[config.mk]
export PLATFORM = sky130hd
export DESIGN_NAME = kpn_adder_process
export DESIGN_NICKNAME = d
export VERILOG_FILES = /design/src/rtl/kpn_pkg.sv /design/src/rtl/kpn_token_fifo.sv /design/src/rtl/kpn_adder_process.sv
export SDC_FILE = /design/constraint.sdc
export NUM_CORES = 1
export LEC_CHECK = 0
export CAP_MARGIN = 20
export CORE_MARGIN = 8
export CORE_UTILIZATION = 30
export DETAILED_ROUTE_END_ITERATION = 8
export PLACE_DENSITY = 0.57
export SYNTH_ARGS = -nofsm -noshare
export SYNTH_HDL_FRONTEND = slang
export SYNTH_HIERARCHICAL = 1
export SYNTH_SLANG_ARGS = --single-unit
[constraint.sdc]
create_clock -name clk -period 3.15 [get_ports clk]
set_input_delay 0.63 -clock clk [delete_from_list [all_inputs] [get_ports clk]]
set_output_delay 0.63 -clock clk [all_outputs]
set_load 0.02 [all_outputs]
[src/rtl/kpn_pkg.sv]
// Shared constants for the KPN process nodes: default widths and FSM state codes.
package kpn_pkg;

  localparam int unsigned DEF_BITS_NUMBER      = 16;
  localparam int unsigned DEF_IN_FIFO_ELEMENTS = 2;
  localparam int unsigned PAIR_CNT_W           = 16;

  localparam logic [0:0] S_WAIT_A = 1'b0;
  localparam logic [0:0] S_WAIT_B = 1'b1;

endpackage : kpn_pkg

[src/rtl/kpn_token_fifo.sv]
// Small synchronous token FIFO with a combinational head and a drop flag,
// shared by the KPN process nodes.
module kpn_token_fifo
  import kpn_pkg::*;
#(
  parameter int unsigned BITS_NUMBER      = DEF_BITS_NUMBER,
  parameter int unsigned IN_FIFO_ELEMENTS = DEF_IN_FIFO_ELEMENTS
) (
  input  logic                   clk,
  input  logic                   rst_n,
  input  logic                   push,
  input  logic [BITS_NUMBER-1:0] push_data,
  input  logic                   pop,
  output logic [BITS_NUMBER-1:0] head,
  output logic                   empty,
  output logic                   full,
  output logic                   dropped
);

  localparam int unsigned AW    = IN_FIFO_ELEMENTS;
  localparam int unsigned DEPTH = 1 << IN_FIFO_ELEMENTS;
  localparam int unsigned CNT_W = IN_FIFO_ELEMENTS + 1;

  logic [AW-1:0]          wr_ptr_q, wr_ptr_d;
  logic [AW-1:0]          rd_ptr_q, rd_ptr_d;
  logic [CNT_W-1:0]       count_q, count_d;
  logic [BITS_NUMBER-1:0] mem_q [DEPTH];
  logic [BITS_NUMBER-1:0] mem_d [DEPTH];
  logic                   push_ok;
  logic                   pop_ok;

  assign empty   = (count_q == CNT_W'(0));
  assign full    = (count_q == CNT_W'(DEPTH));
  assign head    = mem_q[rd_ptr_q];
  assign pop_ok  = pop & ~empty;
  // A full FIFO still accepts a token when the head leaves in the same cycle.
  assign push_ok = push & (~full | pop_ok);
  assign dropped = push & full & ~pop_ok;

  // Pointer, occupancy and storage next-state.
  always_comb begin
    wr_ptr_d = wr_ptr_q;
    rd_ptr_d = rd_ptr_q;
    count_d  = count_q;
    mem_d    = mem_q;
    if (push_ok) begin
      mem_d[wr_ptr_q] = push_data;
      wr_ptr_d        = wr_ptr_q + AW'(1);
    end
    if (pop_ok) begin
      rd_ptr_d = rd_ptr_q + AW'(1);
    end
    case ({push_ok, pop_ok})
      2'b10:   count_d = count_q + CNT_W'(1);
      2'b01:   count_d = count_q - CNT_W'(1);
      default: count_d = count_q;
    endcase
  end

  always_ff @(posedge clk) begin
    if (!rst_n) begin
      wr_ptr_q <= '0;
      rd_ptr_q <= '0;
      count_q  <= '0;
    end else begin
      wr_ptr_q <= wr_ptr_d;
      rd_ptr_q <= rd_ptr_d;
      count_q  <= count_d;
    end
  end

  // Storage needs no reset: the count gates every read.
  always_ff @(posedge clk) begin
    mem_q <= mem_d;
  end

endmodule : kpn_token_fifo

[src/rtl/kpn_adder_process.sv]
// KPN adder node: pairs consecutive tokens A, B from the input FIFO and
// emits A+B with a one-cycle write strobe towards the downstream queue.
module kpn_adder_process
  import kpn_pkg::*;
#(
  parameter int unsigned BITS_NUMBER      = DEF_BITS_NUMBER,
  parameter int unsigned IN_FIFO_ELEMENTS = DEF_IN_FIFO_ELEMENTS
) (
  input  logic                   clk,
  input  logic                   rst_n,
  input  logic                   wr_in,
  input  logic [BITS_NUMBER-1:0] data_in,
  input  logic                   full_in,
  output logic                   wr_out,
  output logic [BITS_NUMBER-1:0] data_out,
  output logic [PAIR_CNT_W-1:0]  pair_count,
  output logic                   overflow
);

  logic [0:0]             state_q, state_d;
  logic [BITS_NUMBER-1:0] operand_a_q, operand_a_d;
  logic                   wr_out_q, wr_out_d;
  logic [BITS_NUMBER-1:0] data_out_q, data_out_d;
  logic [PAIR_CNT_W-1:0]  pair_count_q, pair_count_d;
  logic                   overflow_q, overflow_d;

  logic                   pop_c;
  logic [BITS_NUMBER-1:0] fifo_head;
  logic                   fifo_empty;
  logic                   fifo_full;
  logic                   fifo_dropped;

  kpn_token_fifo #(
    .BITS_NUMBER      (BITS_NUMBER),
    .IN_FIFO_ELEMENTS (IN_FIFO_ELEMENTS)
  ) u_in_fifo (
    .clk       (clk),
    .rst_n     (rst_n),
    .push      (wr_in),
    .push_data (data_in),
    .pop       (pop_c),
    .head      (fifo_head),
    .empty     (fifo_empty),
    .full      (fifo_full),
    .dropped   (fifo_dropped)
  );

  // Pairing FSM; a B token is only consumed while downstream has room.
  always_comb begin
    state_d      = state_q;
    operand_a_d  = operand_a_q;
    wr_out_d     = 1'b0;
    data_out_d   = data_out_q;
    pair_count_d = pair_count_q;
    overflow_d   = overflow_q | fifo_dropped;
    pop_c        = 1'b0;
    if (state_q == S_WAIT_A) begin
      if (!fifo_empty) begin
        pop_c       = 1'b1;
        operand_a_d = fifo_head;
        state_d     = S_WAIT_B;
      end
    end else begin
      if (!fifo_empty && !full_in) begin
        pop_c        = 1'b1;
        data_out_d   = operand_a_q + fifo_head;
        wr_out_d     = 1'b1;
        pair_count_d = pair_count_q + PAIR_CNT_W'(1);
        state_d      = S_WAIT_A;
      end
    end
  end

  always_ff @(posedge clk) begin
    if (!rst_n) begin
      state_q      <= S_WAIT_A;
      operand_a_q  <= '0;
      wr_out_q     <= 1'b0;
      data_out_q   <= '0;
      pair_count_q <= '0;
      overflow_q   <= 1'b0;
    end else begin
      state_q      <= state_d;
      operand_a_q  <= operand_a_d;
      wr_out_q     <= wr_out_d;
      data_out_q   <= data_out_d;
      pair_count_q <= pair_count_d;
      overflow_q   <= overflow_d;
    end
  end

  assign wr_out     = wr_out_q;
  assign data_out   = data_out_q;
  assign pair_count = pair_count_q;
  assign overflow   = overflow_q;

endmodule : kpn_adder_process

==> results by group <==
Run status
  – Status: complete, no violations

Worst setup path
  – Worst-path fanout max: 16
  – Endpoint class of the critical path: flip-flop
  – FF-to-FF Start: u_in_fifo/rd_ptr_q[0]$_SDFFE_PN0P_
  – Crit path to: data_out[15]$_SDFFE_PN0P_
  – CP Data Required Time: 3.46 ns
  – Startpoint Class: flip-flop
  – Crit path from: u_in_fifo/rd_ptr_q[0]$_SDFFE_PN0P_
  – Crit path DAT: 3.20 ns
  – Crit Path Category: flip-flop to flip-flop
  – FF-to-FF End: data_out[15]$_SDFFE_PN0P_
  – R2r worst-path depth: 9
  – Reg2Reg Setup Slack: 0.26 ns

Clock network
  – H-tree Lvls: 4
  – Num CTS Buffers: 17
  – Clk root buf: clkbuf_16
  – Post-CTS Setup Inserts: 0
  – Clock Latency Late Sink: 0.42 ns
  – CTS Sinks: 122
  – CTS tree: yes
  – Clk buf depth: 2
  – CTS clk-pin slew, worst paths: 0.06 ns

STA
  – Measured slew at the worst slew-check pin: 0.609 ns
  – Final worst slack: 0.261 ns
  – Final setup fails: 0
  – Clk_skew: 0.0104 ns
  – Tcrit/Tclk final: 91.7%
  – Final setup TNS: 0 ns
  – Final hold vios: 0
  – FMAX: 346 MHz
  – Fin crit period: 2.89 ns
  – Slew Limit Fails: 0
  – Relative slew margins: 59.2%
  – RSZ-0062 raised after global routing: false

Die
  – Rows: 49
  – Die width: 151 µm
  – DIE AREA: 22800 µm²
  – Starting density of the core: 30.5%
  – Core ar.: 17900 µm²
  – I/O Pins: 54
  – Die height: 151 µm

Layout
  – Area occupied by multi-input gates: 2240 µm²
  – Nets@finish: 544
  – Post-layout util: 38.7%
  – FF+latch area: 3080 µm²
  – Ant diodes: 0
  – Synthesis-to-finish area growth: 26.7%
  – Cell area after layout: 6930 µm²
  – Layout cells sized above 1: 13.6%
  – Fillers: 1694

Power and ir drop
  – Power Internal: 3.92 mW
  – Peak VDD IR: 0.428 mV
  – Power, Total: 5.78 mW
  – Net Sw Frac: 32.2%
  – Pwr/cell area: 834 nW/µm²
  – Clock network fraction of design power: 34.9%
  – Combinational share of power: 30.3%
  – Sequential share of power: 34.8%
  – Leakage: 2.55 nW
  – Net Switching: 1.86 mW

Detailed routing
  – WL/cell: 15.0 µm
  – Routed WL: 11.1 mm
  – Vias/cell: 4.63
  – DRC violations left: 0
  – Antenna Violating Nets Remaining: 0
  – Routed vias: 3438
  – TritonRoute pass-1 iters: 4
  – DRT iter0 DRCs: 202

Placed design
  – # port buffers: 53
  – Placed cell area: 6300 µm²
  – Pre-CTS setup slack: 0.110 ns
  – GPL Wtd Cong: 0.812
  – Detail Placement HPWL: 7.77 mm

Global route
  – Gr usage total: 10.5%
  – Initial antenna violation count: 0
  – First-pass GRT wire length: 18.5 mm
  – Vias in the first global route: 3576
  – GRT Residual Overflow: 0
  – Largest net degree at the start of global routing: 64

Logic synthesis
  – Post-Syn Area: 5470 µm²
  – Synthesized Nets: 478
  – Synth Instances: 435
  – YS warnings: 6
  – Synthesized area per cell: 12.6 µm²

Flow run
  – Max-cap viol count: 0

Worst hold path
  – HP Class: flip-flop to flip-flop
==> state kept, by name (all words and copies together) (netlist names) <==
signal / count
state_q: 1
data_out: 16
wr_out: 1
u_in_fifo/mem_q: 64
operand_a_q: 16
u_in_fifo/wr_ptr_q: 2
u_in_fifo/count_q: 3
pair_count: 16
overflow: 1
u_in_fifo/rd_ptr_q: 2
==> power groups by stage <==
stage          Clock [mW]  Sequential [mW]  Combinational [mW]
2_1_floorplan           0             2.05                1.24
3_3_place_gp            0             2.03                1.69
3_5_place_dp            0             2.05                1.72
4_1_cts              2.06             2.01                1.74
5_1_grt              2.13             2.04                1.96
6_report             2.02             2.01                1.75
==> through the flow <==
step,hold WS [ns],instances
2_1_floorplan,0.448,435
4_1_cts,0.472,742
3_3_place_gp,0.433,710
6_report,0.464,743
3_5_place_dp,0.458,710
5_1_grt,0.487,743
==> layout make-up <==
type | count | area share (%)
multi-input cells | 282 | 32.3
inverters | 9 | 0.487
repair buffers | 69 | 9.75
clock inverters | 15 | 2.71
flip-flops and latches | 122 | 44.5
well taps | 229 | 4.13
clock buffers | 17 | 6.14
==> critical path: stages, from the launching register on <==
cell and delay [ns]:
dfxtp_2 0.39, buf_12 0.19, mux4_2 0.58, ha_1 0.32, a211o_1 0.30, a21oi_2 0.23
o21ai_4 0.09, a311oi_2 0.36, nand4_1 0.12, and4_1 0.20
==> layer usage <==
| metal | part of all wire [%] | GRT usage (%) |
|---|---|---|
| met1 | 48 | 12.9 |
| met2 | 44 | 16.2 |
| met3 | 5.8 | 4.06 |
| met4 | 1.9 | 4.60 |
| met5 | 0 | 0 |
==> worst min-delay path by stage <==
stage	start	to	slack, ns	cells after the start
after floorplan	operand_a_q[10]$_SDFFE_PN0P_	operand_a_q[10]$_SDFFE_PN0P_	0.45	2
after global placement	overflow$_SDFF_PN0_	overflow$_SDFF_PN0_	0.43	1
after detailed placement	overflow$_SDFF_PN0_	overflow$_SDFF_PN0_	0.46	1
after CTS	overflow$_SDFF_PN0_	overflow$_SDFF_PN0_	0.47	1
after global routing	overflow$_SDFF_PN0_	overflow$_SDFF_PN0_	0.49	1
final	overflow$_SDFF_PN0_	overflow$_SDFF_PN0_	0.46	1
==> timing repair <==
item | in CTS | in global routing
hold endpoints to repair | 0 | 0
hold buffers | 0 | 0
gates resized for setup | 0 | 2
endpoints found under the setup margin | 0 | 3
==> placed cells by master, fill, tap and decap left out, drive strengths merged, types with 12 or more instances in the layout <==
master         count
edfxtp            64
nand2             61
dfxtp             58
clkdlybuf4s50     53
and2              26
o21ai             22
ha                21
a21boi            21
xnor2             18
clkbuf            17
buf               16
inv               16
mux4              16
nand3             14
xor2              12
(Power assumes the default switching activity.)
